### config.mk
export PLATFORM = sky130hd
export DESIGN_NAME = reg_transfer_sched
export DESIGN_NICKNAME = d
export VERILOG_FILES = /design/src/rtl/reg_ctrl_pkg.sv /design/src/rtl/rr_arb2.sv /design/src/rtl/reg_transfer_sched.sv
export SDC_FILE = /design/constraint.sdc
export NUM_CORES = 1
export LEC_CHECK = 0
export CAP_MARGIN = 10
export CORE_MARGIN = 2
export CORE_UTILIZATION = 38
export CTS_CLUSTER_DIAMETER = 50
export DETAILED_ROUTE_END_ITERATION = 10
export PLACE_DENSITY = 0.74
export SYNTH_ARGS = -nofsm -noshare
export SYNTH_HDL_FRONTEND = slang
export SYNTH_SLANG_ARGS = --single-unit
### constraint.sdc
create_clock -name CLK -period 1.26 [get_ports CLK]
set_clock_uncertainty 0.05 [all_clocks]
set_input_delay 0.252 -clock CLK [delete_from_list [all_inputs] [get_ports CLK]]
set_output_delay 0.252 -clock CLK [all_outputs]
set_load 0.01 [all_outputs]
### src/rtl/reg_ctrl_pkg.sv
// Shared constants and state encoding for the register-bank transfer scheduler.
// Pure declarations: no latency, no backpressure.
package reg_ctrl_pkg;
  localparam int NREG_DEF = 8;
  localparam int SELW_DEF = 4;

  // Bus source select that drives a constant zero onto the internal bus.
  localparam logic [SELW_DEF-1:0] ZERO_SEL = '1;

  typedef enum logic {
    ST_INIT = 1'b0,
    ST_RUN  = 1'b1
  } state_t;
endpackage

### src/rtl/rr_arb2.sv
// Two-requester round-robin arbiter with a last-grant pointer.
// Grant is combinational from valid/en; pointer moves only on a grant; en low blocks all grants.
module rr_arb2 (
  input  logic       clk,
  input  logic       rst,
  input  logic [1:0] valid,
  input  logic       en,
  output logic [1:0] grant
);
  logic ptr;

  // On contention the port that did not win last time is served.
  always_comb begin
    grant = 2'b00;
    if (en) begin
      case (valid)
        2'b01:   grant = 2'b01;
        2'b10:   grant = 2'b10;
        2'b11:   grant = ptr ? 2'b01 : 2'b10;
        default: grant = 2'b00;
      endcase
    end
  end

  always_ff @(posedge clk) begin
    if (rst) begin
      ptr <= 1'b1;
    end else if (|grant) begin
      ptr <= grant[1];
    end
  end
endmodule

### src/rtl/reg_transfer_sched.sv
// Register-bank bus scheduler: clears the bank after reset, then arbitrates transfers.
// Grant-to-CE latency 1 cycle; STALL or INIT hold both READYs low.
module reg_transfer_sched
  import reg_ctrl_pkg::*;
#(
  parameter int NREG = NREG_DEF,
  parameter int SELW = SELW_DEF
) (
  input  logic            CLK,
  input  logic            RST,
  input  logic            STALL,
  input  logic            REQ0_VALID,
  input  logic [SELW-1:0] REQ0_SRC,
  input  logic [SELW-1:0] REQ0_DST,
  output logic            REQ0_READY,
  input  logic            REQ1_VALID,
  input  logic [SELW-1:0] REQ1_SRC,
  input  logic [SELW-1:0] REQ1_DST,
  output logic            REQ1_READY,
  output logic [SELW-1:0] BUS_SEL,
  output logic [NREG-1:0] CE,
  output logic            ERR,
  output logic            BUSY
);
  localparam int IW = $clog2(NREG);
  localparam logic [SELW-1:0] ZERO_SRC = {SELW{1'b1}};

  state_t          state_q, state_d;
  logic [IW-1:0]   idx_q, idx_d;
  logic [NREG-1:0] ce_q, ce_d;
  logic [SELW-1:0] bus_sel_q, bus_sel_d;
  logic            err_q, err_d;
  logic            tail_q, tail_d;

  logic            arb_en;
  logic [1:0]      grant;
  logic [SELW-1:0] gnt_src;
  logic [SELW-1:0] gnt_dst;

  // tail_q masks the cycle carrying the last INIT clear, so the first grant follows it.
  assign arb_en = (state_q == ST_RUN) && !tail_q && !STALL && !RST;

  rr_arb2 u_arb (
    .clk   (CLK),
    .rst   (RST),
    .valid ({REQ1_VALID, REQ0_VALID}),
    .en    (arb_en),
    .grant (grant)
  );

  assign gnt_src = grant[1] ? REQ1_SRC : REQ0_SRC;
  assign gnt_dst = grant[1] ? REQ1_DST : REQ0_DST;

  always_comb begin
    state_d   = state_q;
    idx_d     = idx_q;
    ce_d      = '0;
    bus_sel_d = bus_sel_q;
    err_d     = 1'b0;
    tail_d    = 1'b0;
    case (state_q)
      ST_INIT: begin
        ce_d      = NREG'(1) << idx_q;
        bus_sel_d = ZERO_SRC;
        idx_d     = idx_q + IW'(1);
        if (idx_q == IW'(NREG - 1)) begin
          state_d = ST_RUN;
          tail_d  = 1'b1;
        end
      end
      ST_RUN: begin
        if (|grant) begin
          bus_sel_d = gnt_src;
          // Out-of-range destinations still occupy the slot but strobe nothing.
          if (gnt_dst < SELW'(NREG)) begin
            ce_d = NREG'(1) << gnt_dst;
          end else begin
            err_d = 1'b1;
          end
        end
      end
      default: state_d = ST_INIT;
    endcase
  end

  always_ff @(posedge CLK) begin
    if (RST) begin
      state_q   <= ST_INIT;
      idx_q     <= '0;
      ce_q      <= '0;
      bus_sel_q <= ZERO_SRC;
      err_q     <= 1'b0;
      tail_q    <= 1'b0;
    end else begin
      state_q   <= state_d;
      idx_q     <= idx_d;
      ce_q      <= ce_d;
      bus_sel_q <= bus_sel_d;
      err_q     <= err_d;
      tail_q    <= tail_d;
    end
  end

  assign REQ0_READY = grant[0];
  assign REQ1_READY = grant[1];
  assign BUS_SEL    = bus_sel_q;
  assign CE         = ce_q;
  assign ERR        = err_q;
  assign BUSY       = (state_q == ST_INIT) || (|ce_q);
endmodule

# --- After elaboration in Yosys (flattened, before gate mapping) ---
# Cells that the tools add are included.
word_totals:
  mem_bits_ro: 0
  ff_bits: 19
  n_memories: 0
  inputBits: 21
  latch_bits: 0
  ramBits: 0
  output_inout_bits: 16
classes:
  mux: 13
  bitwise_logic: 2
  shifts: 2
  n_mul: 0
  reduce_logical: 11
  n_div: 0
  add_sub_neg: 1
  n_eq_ne: 5
  order_cmp: 1
op_table:
  columns: ["op", "count"]
  rows:
  - ["$mux W8", 2]
  - ["$pmux W8 S2", 1]
  - ["$mux W4", 3]
  - ["$pmux W4 S2", 1]
  - ["$reduce_or A8 Y1", 1]
  - ["$shl A1 B3 Y8 const A", 1]
  - ["$shl A1 B4 Y8 const A", 1]
  - ["$pmux W2 S3", 1]
  - ["$eq A2 B2 Y1 const B", 2]
  - ["$lt A4 B4 Y1 const B", 1]
  - ["$mux W2", 2]
  - ["$reduce_or A2 Y1", 2]
  - ["$add A3 B1 Y3 const B", 1]
  - ["$eq A3 B3 Y1 const B", 1]
  - ["$logic_and A1 B1 Y1", 3]
  - ["$logic_not A1 Y1", 3]
  - ["$mux W1", 3]
  - ["$reduce_or A3 Y1", 1]
  - ["$eq A2 B1 Y1 const B", 1]
  - ["$ne A2 B1 Y1 const B", 1]
  - ["$not A1 Y1", 2]
  - ["$logic_or A1 B1 Y1", 1]

# --- Longest topological paths before layout ---
depth:
  depth_word: 10
  depth_mapped: 5
  depth_no_buf: 5

# --- Cells and area by module ---
# Synthesis repeated with hierarchy kept, for this count alone.
unflattened:
  hier_cells: 108
  hier_area_um2: 988.4
modules_own_cells:
  columns: ["mod", "area_per_inst_um2", "cells_each", "n_inst"]
  rows:
  - ["reg_transfer_sched", 929.6, 100, 1]
  - ["rr_arb2", 58.8, 8, 1]

# --- Worst setup path before layout ---
# Ideal clock, no wire load.
synth_path:
  path_kind: "reg-to-reg"
  start: "reg u_arb.ptr"
  end: "reg ce_q[3] (netlist: CE[3])"
  setup_ns: 0.117
  setup_slack_ns: 0.005
  synth_period_minus_slack_ns: 1.255
  t_arrival_ns: 1.088
  path_stages_with_launch: 5
  cell_sequence: "dfxtp_1 nand2b_1 and3_1 or2_2 a22o_1"
synth_between:
  elab_chain_len: 8
  elab_cells_between_ends: 10
  cone_classes: "order compare: 1; shift: 1; mux: 7; reduce/logical: 1"
synth_rtl:
  columns: ["item", "line", "source"]
  rows:
  - ["start: declaration", "rr_arb2.sv:10", "logic ptr;"]
  - ["start signal: assignment", "rr_arb2.sv:29", "ptr <= grant[1];"]
  - ["$mux W2 (*)", "rr_arb2.sv:19", "2'b11: grant = ptr ? 2'b01 : 2'b10;"]
  - ["$pmux W2 S3 (*)", "rr_arb2.sv:16", "case (valid)"]
  - ["$mux W2 (*)", "rr_arb2.sv:15", "if (en) begin"]
  - ["$mux W4", "reg_transfer_sched.sv:52", "assign gnt_dst = grant[1] ? REQ1_DST : REQ0_DST;"]
  - ["$lt A4 B4 Y1 or $shl A1 B4 Y8 (tied branches)", "reg_transfer_sched.sv:75, reg_transfer_sched.sv:76", null]
  - ["$mux W8", "reg_transfer_sched.sv:75", "if (gnt_dst < SELW'(NREG)) begin"]
  - ["$mux W8 (*)", "reg_transfer_sched.sv:72", "if (|grant) begin"]
  - ["$pmux W8 S2 (*)", "reg_transfer_sched.sv:61", "case (state_q)"]
  - ["end signal: assignment", "reg_transfer_sched.sv:90", "ce_q <= '0;"]
  - ["end signal: assignment", "reg_transfer_sched.sv:97", "ce_q <= ce_d;"]
  - ["end: declaration", "reg_transfer_sched.sv:30", "logic [NREG-1:0] ce_q, ce_d;"]
# Every way passes the cells marked *; elsewhere a longest branch is shown, timed or not.
# A chain may end at the register's enable or synchronous reset.

# --- Worst setup path in the final report ---
layout_path:
  start: "reg tail_q"
  end: "out REQ0_READY"
layout_between:
  elab_chain_len: 5
layout_rtl:
  columns: ["item", "line", "source"]
  rows:
  - ["start: declaration", "reg_transfer_sched.sv:33", "logic tail_q, tail_d;"]
  - ["start signal: assignment", "reg_transfer_sched.sv:100", "tail_q <= tail_d;"]
  - ["$logic_not A1 Y1", "reg_transfer_sched.sv:41", "assign arb_en = (state_q == ST_RUN) && !tail_q && !STALL && !RST;"]
  - ["$logic_and A1 B1 Y1 (3 in series)", "reg_transfer_sched.sv:41", null]
  - ["$mux W2", "rr_arb2.sv:15", null]
  - ["end: declaration", "reg_transfer_sched.sv:15", "output logic REQ0_READY,"]
# Every way passes these cells.

==> impl_summary.md <==
Run status
The run finished, with violations left. The final reports fail on setup timing.

Worst setup path
The family with the most delay on the worst path is simple AND/OR/NAND/NOR gates. The worst flop-to-flop path startpoint is state_q. Walking the worst path, the cells encountered are nor4b_4 -> and3_1 -> buf_2. The worst register-to-register path has a setup slack of -0.22 ns. STA classifies the critical path endpoint as an output pin. STA classifies the critical path startpoint as a flip-flop.

The largest individual stage delay along the critical path comes from the cell dfxtp_2. For the worst setup path, the data required time is 0.96 ns. The kind of critical path is flip-flop to output pin.

The maximum single-stage delay on the critical path is 0.35 ns. The number of buffers and inverters on the critical path is 1. The critical-path maximum fanout is 3. The cell count of the worst reg-to-reg path is 5. The worst path arrival time is 1.29 ns. The critical register-to-register path endpoint is CE[6].

STA
Setup repair after global routing could not meet its margin everywhere. The share of the clock period used by the worst path is 1.27. At the pin with the least slew margin, the transition time is 0.309 ns. Based on the critical path, the design can be clocked at up to 626 MHz. The tightest slew margin relative to the limit is 0.793.

The number of endpoints with negative hold slack in the final report is 0. The final setup slack of the worst path is -0.336 ns. In the final timing run, aggregate negative setup slack is -2.48 ns.

The clock period minus final worst setup slack is 1.60 ns. The final max-slew violation count is 0. The final number of setup-violating endpoints is 15.

Clocking
The later pin in the worst-skew pair is clocked with a latency of 0.30 ns. TritonCTS created 3 clock buffers. The clock root buffer master is clkbuf_4. The H-tree depth reported by CTS is 1. Clock tree synthesis found a total of 19 sinks. After clock tree synthesis, the clock-pin slew on the worst setup and hold paths is 0.11 ns. No sink is reached through more buffers than the 2 on the longest clock path. The CTS tree is done.

Synthesis
The cell area that synthesis handed to floorplanning was 967 sq um. The post-synth net total is 134. The sequential share of the synthesized area is 0.393. A synthesized cell averages 9.04 sq um. The number of distinct library cells after synthesis is 32. Counting flops and latches in the post-synthesis netlist gives 19.

The number of warnings reported in the yosys synthesis log is 0. Synthesis produced 107 cells.

Drt
The overall routed net length is 2.65 mm. The first detailed-routing pass took 4 iterations. After detailed routing, the number of vias per cell comes to 5.16.

Across all layers, the routed design uses 1011 vias. The number of DRC markers after the initial detailed-route iteration is 19. The average detailed-routed wire length per instance is 13.5 um. After detailed routing, the number of remaining DRC violations is 0.

The post-route antenna net violation count is 0.

Place
Prior to clock tree synthesis, the placed netlist has a worst setup slack of -0.880 ns. Buffers placed on the I/O ports in this run total 36. At the end of routability-driven placement, the weighted congestion stood at 0.813. The HPWL reported at the end of detailed placement is 2.04 mm.

Floorplanning
The region available for standard cell placement spans 2450 sq um. The floorplan step set the die width to 54.5 um. The placement row count is 18.

The floorplan step defined a die boundary enclosing 2960 sq um. Pin placement for this block handled 37 I/O pins. The floorplan step set the die height to 54.5 um. For this configuration, the core starts out at a cell density of 0.394.

Pwr
For this design the static power due to leakage is 0.710 nW. In this run the power density over the cells is 762 nW/um^2. The design draws 0.00121 W. VDD sags by at most 0.000627 V.

Finish
The most common library cell in the layout ignoring fill and taps is buf_4. The total number of nets in the final design is 194. Of the cells placed in the final design, the portion with a size suffix greater than 1 is 0.337.

In the layout the commonest cells are 19 x buf_4, 17 x clkdlybuf4s50_1, 12 x nor2_1, 11 x dfxtp_1. The repair_antennas step left the layout with diodes totalling 0. At the end of the flow the core is filled with cells to 0.647. Compared with the post-synthesis result, the final layout area differs by 64.2%.

Global route
The initial antenna violation count came to 0. In the global route stage, overall resource usage came out at 0.190. The wire length of the first global-routing pass is 3.99 mm. After global routing the overflow that remains totals 0. The via count of the first global-routing pass is 968.

The maximum number of pins on one net before global-route repair is 12.

Min path
The worst hold path begins at RST. For hold timing, the worst endpoint is state_q. Counting instances, the worst hold path has a depth of 3. The classification of the worst-slack hold path is primary input to flip-flop.

Run
The number of violations of the max-capacitance limit is 0.
kinds of logic after synthesis:
| group | Yosys count | share of synthesized area |
|---|---|---|
| buffers and inverters | 7 | 0.0349 |
| flip-flops | 19 | 0.393 |
| XOR/XNOR | 1 | 0.00906 |
| adder cells (fa/ha/maj) | 6 | 0.0776 |
| AND/OR/NAND/NOR | 40 | 0.243 |
| multiplexers | 4 | 0.0414 |
| AO/OA/AOI/OAI | 30 | 0.201 |
sequential cells by signal, summed over array words and instances, names as in the netlist:
| signal | cells |
|---|---|
| CE | 8 |
| BUS_SEL | 4 |
| idx_q | 3 |
| ERR | 1 |
| state_q | 1 |
| tail_q | 1 |
| u_arb.ptr | 1 |
layout make-up:
type	count	area [sq um]
fillers	214	867
multi-input cells	81	627
repair buffers	57	487
flip-flops and latches	19	390
well taps	30	37.5
clock buffers	3	22.5
inverters	5	18.8
clock inverters	1	5.00
what timing repair did:
item | 4_1_cts | 5_1_grt
setup buffers | 1 | 1
pin swaps | 6 | 2
resized for setup | 56 | 12
hold buffers | 0 | 0
setup endpoints to repair | 30 | 22
hold endpoints to repair | 0 | 0
synth_stat cells:
cell	count	area share
clkbuf_1	1	0.0039
mux2i_1	4	0.041
a21boi_1	1	0.0078
a22oi_1	4	0.031
and2_1	2	0.013
nor2b_1	4	0.026
a21bo_2	1	0.010
dfxtp_1	19	0.39
inv_1	5	0.019
xor2_1	1	0.0091
nor3_1	1	0.0052
nand2_1	1	0.0039
or3_1	1	0.0065
o21ai_0	6	0.031
and3_1	2	0.013
o22ai_1	6	0.039
nand3_1	2	0.010
a21boi_2	1	0.012
ha_1	6	0.078
a22o_1	2	0.018
nor4b_4	1	0.025
nand3b_1	1	0.0078
nand2b_1	6	0.039
nor2_1	12	0.047
a21oi_1	7	0.036
nand4_1	1	0.0065
buf_6	1	0.012
or2_2	3	0.019
a21o_1	2	0.016
nand4b_1	1	0.0091
nand2_2	1	0.0065
nor4_1	1	0.0065
routing by layer:
metal,up-vias,part of all wire,global-route usage
met5,-,0,0
met4,0,0.016,0.0625
met3,7,0.041,0.0246
met2,24,0.52,0.351
met1,480,0.42,0.222
li1,500,-,-
stage by stage:
stage | instances | instance area, sq um | hold slack [ns]
after floorplan | 107 | 967 | 0.327
after global placement | 191 | 1500 | 0.404
after detailed placement | 191 | 1500 | 0.415
after CTS | 195 | 1540 | 0.423
after global routing | 196 | 1590 | 0.435
final | 196 | 1590 | 0.419
power by group:
part           total, W  leakage, nW  switching, W  internal, W
logic          0.000253        0.535      0.000107     0.000146
clock network  0.000316       0.0177      0.000197     0.000118
registers      0.000641        0.156     0.0000175     0.000623
total           0.00121        0.710      0.000321     0.000888
worst register-to-register path, stage by stage (launching register included):
cell,delay [ns]
dfxtp_2,0.36
buf_6,0.15
nand2b_1,0.07
or3_1,0.39
a21o_1,0.21
o22ai_1,0.17
worst max path at each step:
| stage | cells past startpoint | start | end |
|---|---|---|---|
| 3_5_place_dp | 4 | STALL | REQ0_READY |
| 2_1_floorplan | 4 | u_arb.ptr | CE[3] |
| 5_1_grt | 3 | tail_q | REQ0_READY |
| 6_report | 3 | tail_q | REQ0_READY |
| 4_1_cts | 3 | tail_q | REQ0_READY |
| 3_3_place_gp | 4 | STALL | REQ0_READY |
Power figures use the tool's default switching activity.
